===== src/rtl/pe_pkg.sv =====
// Shared types for the priority-encoder back end: index-width helper and the
// result word that travels through the index FIFO.
package pe_pkg;

  localparam int PE_WIDTH = 16;

  function automatic int pe_idx_w(input int width);
    return (width <= 2) ? 1 : $clog2(width);
  endfunction

  localparam int PE_IDX_W = pe_idx_w(PE_WIDTH);

  typedef struct packed {
    logic [PE_IDX_W-1:0] left_idx;
    logic [PE_IDX_W-1:0] right_idx;
    logic [PE_IDX_W-1:0] span;
    logic                zero;
    logic                err;
  } pe_result_t;

endpackage


===== src/rtl/onehot_idx_enc.sv =====
// Lowest-set-bit index of a nominally one-hot word, with a flag raised when
// more than one bit is set. An all-zero word yields index 0.
module onehot_idx_enc
  import pe_pkg::*;
#(
  parameter int WIDTH = 16,
  localparam int IDX_W = pe_idx_w(WIDTH)
) (
  input  logic [WIDTH-1:0] word_i,
  output logic [IDX_W-1:0] idx_o,
  output logic             multi_hot_o,
  output logic             zero_o
);

  localparam logic [WIDTH-1:0] ONE = {{(WIDTH-1){1'b0}}, 1'b1};

  // Descending scan so the lowest set bit is the last one to win.
  always_comb begin
    idx_o = '0;
    for (int i = WIDTH - 1; i >= 0; i--) begin
      if (word_i[i]) idx_o = IDX_W'(i);
    end
  end

  assign multi_hot_o = |(word_i & (word_i - ONE));
  assign zero_o      = ~|word_i;

endmodule


===== src/rtl/priority_index_fifo.sv =====
// Converts the encoder's MSB/LSB one-hot pair into indices, span and error
// flags, then buffers the results in a show-ahead FIFO with valid/ready out.
module priority_index_fifo
  import pe_pkg::*;
#(
  parameter int WIDTH      = 16,
  parameter int FIFO_DEPTH = 4,
  parameter int CNT_W      = 16,
  localparam int IDX_W     = pe_idx_w(WIDTH),
  localparam int IDX_F     = $clog2(FIFO_DEPTH)
) (
  input  logic             clk_i,
  input  logic             srst_i,
  input  logic [WIDTH-1:0] data_left_i,
  input  logic [WIDTH-1:0] data_right_i,
  input  logic             data_val_i,
  output logic [IDX_W-1:0] left_idx_o,
  output logic [IDX_W-1:0] right_idx_o,
  output logic [IDX_W-1:0] span_o,
  output logic             zero_o,
  output logic             err_o,
  output logic             data_val_o,
  input  logic             data_ready_i,
  output logic [IDX_F:0]   level_o,
  output logic [CNT_W-1:0] drop_cnt_o
);

  localparam logic [IDX_F:0] FULL_CNT = (IDX_F + 1)'(FIFO_DEPTH);

  // The FIFO word layout is fixed by the package; reject mismatched widths.
  if (IDX_W != PE_IDX_W) begin : g_width_check
    $error("priority_index_fifo: WIDTH must give the package index width");
  end

  logic [IDX_W-1:0] w_l_idx;
  logic [IDX_W-1:0] w_r_idx;
  logic             w_l_mh;
  logic             w_r_mh;
  logic             w_l_zero;
  logic             w_r_zero;
  pe_result_t       w_res_p0;

  onehot_idx_enc #(.WIDTH(WIDTH)) u_enc_left (
    .word_i      (data_left_i),
    .idx_o       (w_l_idx),
    .multi_hot_o (w_l_mh),
    .zero_o      (w_l_zero)
  );

  onehot_idx_enc #(.WIDTH(WIDTH)) u_enc_right (
    .word_i      (data_right_i),
    .idx_o       (w_r_idx),
    .multi_hot_o (w_r_mh),
    .zero_o      (w_r_zero)
  );

  always_comb begin
    w_res_p0           = '0;
    w_res_p0.left_idx  = w_l_idx;
    w_res_p0.right_idx = w_r_idx;
    w_res_p0.zero      = w_l_zero & w_r_zero;
    w_res_p0.err       = w_l_mh | w_r_mh | (w_l_zero ^ w_r_zero) | (w_l_idx < w_r_idx);
    if (!w_res_p0.zero && !w_res_p0.err) w_res_p0.span = w_l_idx - w_r_idx;
  end

  // ---- stage 1: registered encode result ----
  pe_result_t r_res_p1;
  logic       r_vld_p1;

  always_ff @(posedge clk_i) begin
    if (srst_i) r_vld_p1 <= 1'b0;
    else        r_vld_p1 <= data_val_i;
  end

  always_ff @(posedge clk_i) begin
    if (data_val_i) r_res_p1 <= w_res_p0;
  end

  // ---- stage 2: show-ahead result FIFO ----
  pe_result_t       r_mem [FIFO_DEPTH];
  logic [IDX_F-1:0] r_wr_ptr;
  logic [IDX_F-1:0] r_rd_ptr;
  logic [IDX_F:0]   r_count;
  logic [CNT_W-1:0] r_drop;
  logic             w_vld_p2;
  logic             w_full;
  logic             w_pop;
  logic             w_wr;
  logic             w_drop;
  pe_result_t       w_head;

  assign w_vld_p2 = (r_count != '0);
  assign w_full   = (r_count == FULL_CNT);
  assign w_pop    = w_vld_p2 & data_ready_i;
  // A pop in the same cycle frees the slot, so a full FIFO still accepts.
  assign w_wr     = r_vld_p1 & (~w_full | w_pop);
  assign w_drop   = r_vld_p1 & w_full & ~w_pop;

  always_ff @(posedge clk_i) begin
    if (w_wr) r_mem[r_wr_ptr] <= r_res_p1;
  end

  always_ff @(posedge clk_i) begin
    if (srst_i) begin
      r_wr_ptr <= '0;
      r_rd_ptr <= '0;
      r_count  <= '0;
      r_drop   <= '0;
    end else begin
      if (w_wr)  r_wr_ptr <= r_wr_ptr + IDX_F'(1);
      if (w_pop) r_rd_ptr <= r_rd_ptr + IDX_F'(1);
      if (w_wr && !w_pop)      r_count <= r_count + (IDX_F + 1)'(1);
      else if (!w_wr && w_pop) r_count <= r_count - (IDX_F + 1)'(1);
      if (w_drop && (r_drop != '1)) r_drop <= r_drop + CNT_W'(1);
    end
  end

  // Fields are forced to zero while empty so stale storage never shows.
  assign w_head      = w_vld_p2 ? r_mem[r_rd_ptr] : '0;
  assign left_idx_o  = w_head.left_idx;
  assign right_idx_o = w_head.right_idx;
  assign span_o      = w_head.span;
  assign zero_o      = w_head.zero;
  assign err_o       = w_head.err;
  assign data_val_o  = w_vld_p2;
  assign level_o     = r_count;
  assign drop_cnt_o  = r_drop;

endmodule


===== config.mk =====
export PLATFORM = sky130hd
export DESIGN_NAME = priority_index_fifo
export DESIGN_NICKNAME = d
export VERILOG_FILES = /design/src/rtl/pe_pkg.sv /design/src/rtl/onehot_idx_enc.sv /design/src/rtl/priority_index_fifo.sv
export SDC_FILE = /design/constraint.sdc
export NUM_CORES = 1
export LEC_CHECK = 0
export ABC_AREA = 1
export CAP_MARGIN = 20
export CELL_PAD_IN_SITES_DETAIL_PLACEMENT = 1
export CELL_PAD_IN_SITES_GLOBAL_PLACEMENT = 1
export CORE_UTILIZATION = 39
export CTS_BUF_LIST = sky130_fd_sc_hd__clkbuf_8
export DETAILED_ROUTE_END_ITERATION = 10
export PLACE_DENSITY = 0.8
export SETUP_SLACK_MARGIN = 0.3
export SKIP_LAST_GASP = 1
export SLEW_MARGIN = 20
export SYNTH_ARGS = -nofsm -noshare
export SYNTH_HDL_FRONTEND = slang
export SYNTH_SLANG_ARGS = --single-unit

===== constraint.sdc =====
create_clock -name clk_i -period 2.35 [get_ports clk_i]
set_input_delay 0.3525 -clock clk_i [delete_from_list [all_inputs] [get_ports clk_i]]
set_output_delay 0.3525 -clock clk_i [all_outputs]
set_load 0.01 [all_outputs]

==> run_results.csv <==
group,metric,value,unit
status,status,"finished with violations",
status,failed_checks,"negative setup slack",
die,die_w,114.0,um
power,p_leak,3.013,nW
global_route,grt_pass1_vias,5024,
sta,fin_crit_sh,108.5,%
routing,via_per_inst,5.017,
routing,detail-route-antenna-nets,0,
sta,tightest_slew,0.6934,ns
worst_hold_path,min_path_type,"register to register",
routing,drt_first_pass_iters,4,
yosys,synthMuxAreaShare,0,%
die,start_util,40.40,%
yosys,synth_top_area_share,42.96,%
worst_setup_path,arrival,2.68,ns
clocking,clock_path_buffers,2,
yosys,ys_seq_area_share,53.59,%
clocking,clk_latency,0.37,ns
clocking,cts_buffers,9,
power,vdd_drop_max,0.2788,mV
yosys,netlist_top_cells_count,"110 x nor2_1, 80 x inv_1, 78 x nand2_1",
die,core,0.01211,mm2
yosys,synth-simple-area-share,22.60,%
power,power_density,720.4,mW/mm2
worst_setup_path,crit_path_end_kind,"register",
worst_setup_path,crit_path_top_delay_cell,"fa_2",
yosys,synthAdderAreaFrac,3.631,%
clocking,cts_tree,"yes",
yosys,ys_top_cells_by_area,"edfxtp_1 43%, dfxtp_1 11%, nor2_1 8.4%",
worst_hold_path,hp-start,"r_res_p1[8]",
yosys,synth-xor-area-share,1.432,%
worst_setup_path,critPathTopFamily,"simple AND/OR/NAND/NOR gates",
yosys,synth_compound_area_share,11.33,%
worst_setup_path,critPathLaunchType,"input port",
global_route,antenna_found_initial,0,
die,die_h,114.0,um
worst_setup_path,slowest_delay,0.36,ns
yosys,ys_seq_elements,96,
yosys,synthCells,557,
job,cap_violations,0,
placed_design,io_buffers,69,
routing,wl_per_cell,17.40,um
global_route,overflow,0,
global_route,grt_use_total,25.65,%
placed_design,gp_congestion,0.8606,
sta,final.setup.worst_slack,-0.2001,ns
final_layout,postLayoutCoreUtil,57.86,%
sta,fmax,392.1,MHz
routing,vias,4656,
yosys,synth_top_area_cell,"edfxtp_1",
yosys,yosysWarnings,0,
routing,drt-initial-drc-count,223,
clocking,htree_levels,3,
global_route,grt_pass1_wl,25250,um
yosys,ys_dominant_reg_cell,"edfxtp_1",
die,fp-row-count,40,
global_route,grt_max_degree,19,
clocking,clockRootBuffer,"clkbuf_8",
sta,rsz0062_at_grt,"true",
sta,skew,0.01348,ns
worst_setup_path,criticalPathCategory,"input port to register",
final_layout,drive_above_1_share,33.42,%
yosys,ys_types,36,
yosys,synth_area_per_cell,8.785,um2
sta,period_needed,2.550,ns
sta,setup_violations,5,
final_layout,n_fill_cell,1470,
worst_setup_path,critPathLaunch,"data_left_i[13]",
sta,slew_violations,0,
yosys,syn-num-nets,606,
routing,drt_wl_total,16150,um
yosys,syn_area,0.004893,mm2
yosys,synth_top_family_by_area,"simple AND/OR/NAND/NOR gates",
worst_setup_path,crit_top_cell,"nand2_1",
worst_setup_path,r2r_start,"level_o[0]",
die,ios,70,
clocking,cts.sinks,96,
routing,drc,0,
die,dieArea,0.01300,mm2
yosys,yosysMostFrequentCell,"nor2_1",
worst_setup_path,critPathBufInv,2,
clocking,clkSlewWorstSetupHoldPaths,0.10,ns
sta,worst_hold_slack,0.5039,ns
final_layout,syn_to_final_growth,43.21,%
placed_design,hpwlAfterDp,10620,um
sta,slew_headroom,53.63,%
final_layout,n_antenna_cell,0,
worst_setup_path,critPathMaxFanout,4,
yosys,async_reset_ff_share,0,%
worst_setup_path,worstPathRequired,2.48,ns
final_layout,fin_nets,804,
yosys,synth-edff-count,70,
sta,finalHoldViolations,0,
[routing by layer]
| metal | share of wire, % | global-route usage [%] | vias up |
|---|---|---|---|
| met5 | 0 | 0 | - |
| met2 | 54 | 48.69 | 124 |
| met1 | 39 | 27.77 | 2274 |
| li1 | - | - | 2212 |
| met3 | 3.1 | 3.879 | 46 |
| met4 | 3.8 | 12.03 | 0 |
[stage by stage]
stage	total power [mW]	TNS (ns)	cells	worst slack [ns]	cell area, um2
after detailed placement	3.617	-4.200	863	-0.8753	6352
after floorplan	2.738	0	557	0.02317	4902
after global routing	5.284	-1.656	928	-0.3416	7008
after CTS	4.972	-0.4071	918	-0.1118	6943
after global placement	3.506	-3.012	863	-0.6116	6352
final	5.048	-0.9573	928	-0.2001	7008
[worst paths after layout]
path                 endpoint  slack, ns  cells past startpoint
hold / removal    r_mem[0][8]       0.50                      0
setup reg to reg   level_o[2]       0.37                     14
setup / recovery  r_res_p1[4]      -0.20                     25
hold reg to reg   r_mem[0][8]       0.50                      0
[state kept, by name, indices dropped and copies added (netlist names), named ones only]
signal / cells
r_res_p1: 14
r_mem: 56
r_vld_p1: 1
drop_cnt_o: 16
r_wr_ptr: 2
r_rd_ptr: 2
level_o: 3
[cells in the final DEF (no fill, tap or decap), types with 15 or more instances in the layout]
master	instances
a21oi_1	38
buf_4	125
clkdlybuf4s50_1	23
dfxtp_1	20
dlygate4sd2_1	21
edfxtp_1	70
inv_1	67
inv_2	15
nand2_1	73
nor2_1	100
o21ai_0	48
[final cells by class]
cell class	count	area, um2	share of cell area (%)
Clock buffer	10	137.6	1.964
Inverter	83	317.8	4.535
Tap cell	168	210.2	2.999
Clock inverter	6	61.31	0.8748
Sequential cell	96	2638	37.64
Multi-Input combinational cell	367	2056	29.33
Timing Repair Buffer	198	1588	22.66
[kinds of logic after synthesis]
family                     Yosys count
AOI/OAI and AO/OA                  105
adders and majority gates           13
and+or+nand+nor                    241
xor gates and xnor gates             8
DFF                                 96
buffers and inverters               94
[power by group]
part           internal, mW  switching, mW  total, mW
clock                 0.518          0.578       1.10
combinational         0.919           1.01       1.92
sequential             1.94         0.0904       2.03
[what timing repair did]
item                                    4_1_cts  5_1_grt
buffers inserted                             38       10
hold buffers                                  0        0
gates resized for setup                     128       52
endpoints found under the setup margin       22       23
pin swaps                                    53       26
gates cloned                                  1        0
[worst reg2reg max path, delay by kind of cell (launching register included)]
| kind | cells | cell delay [ns] |
|---|---|---|
| and+or+nand+nor | 6 | 0.50 |
| adders and majority gates | 2 | 0.49 |
| buffers and inverters | 4 | 0.31 |
| DFF | 1 | 0.36 |
| AOI/OAI and AO/OA | 2 | 0.23 |
Note: power is estimated with default switching activity, not from simulation.
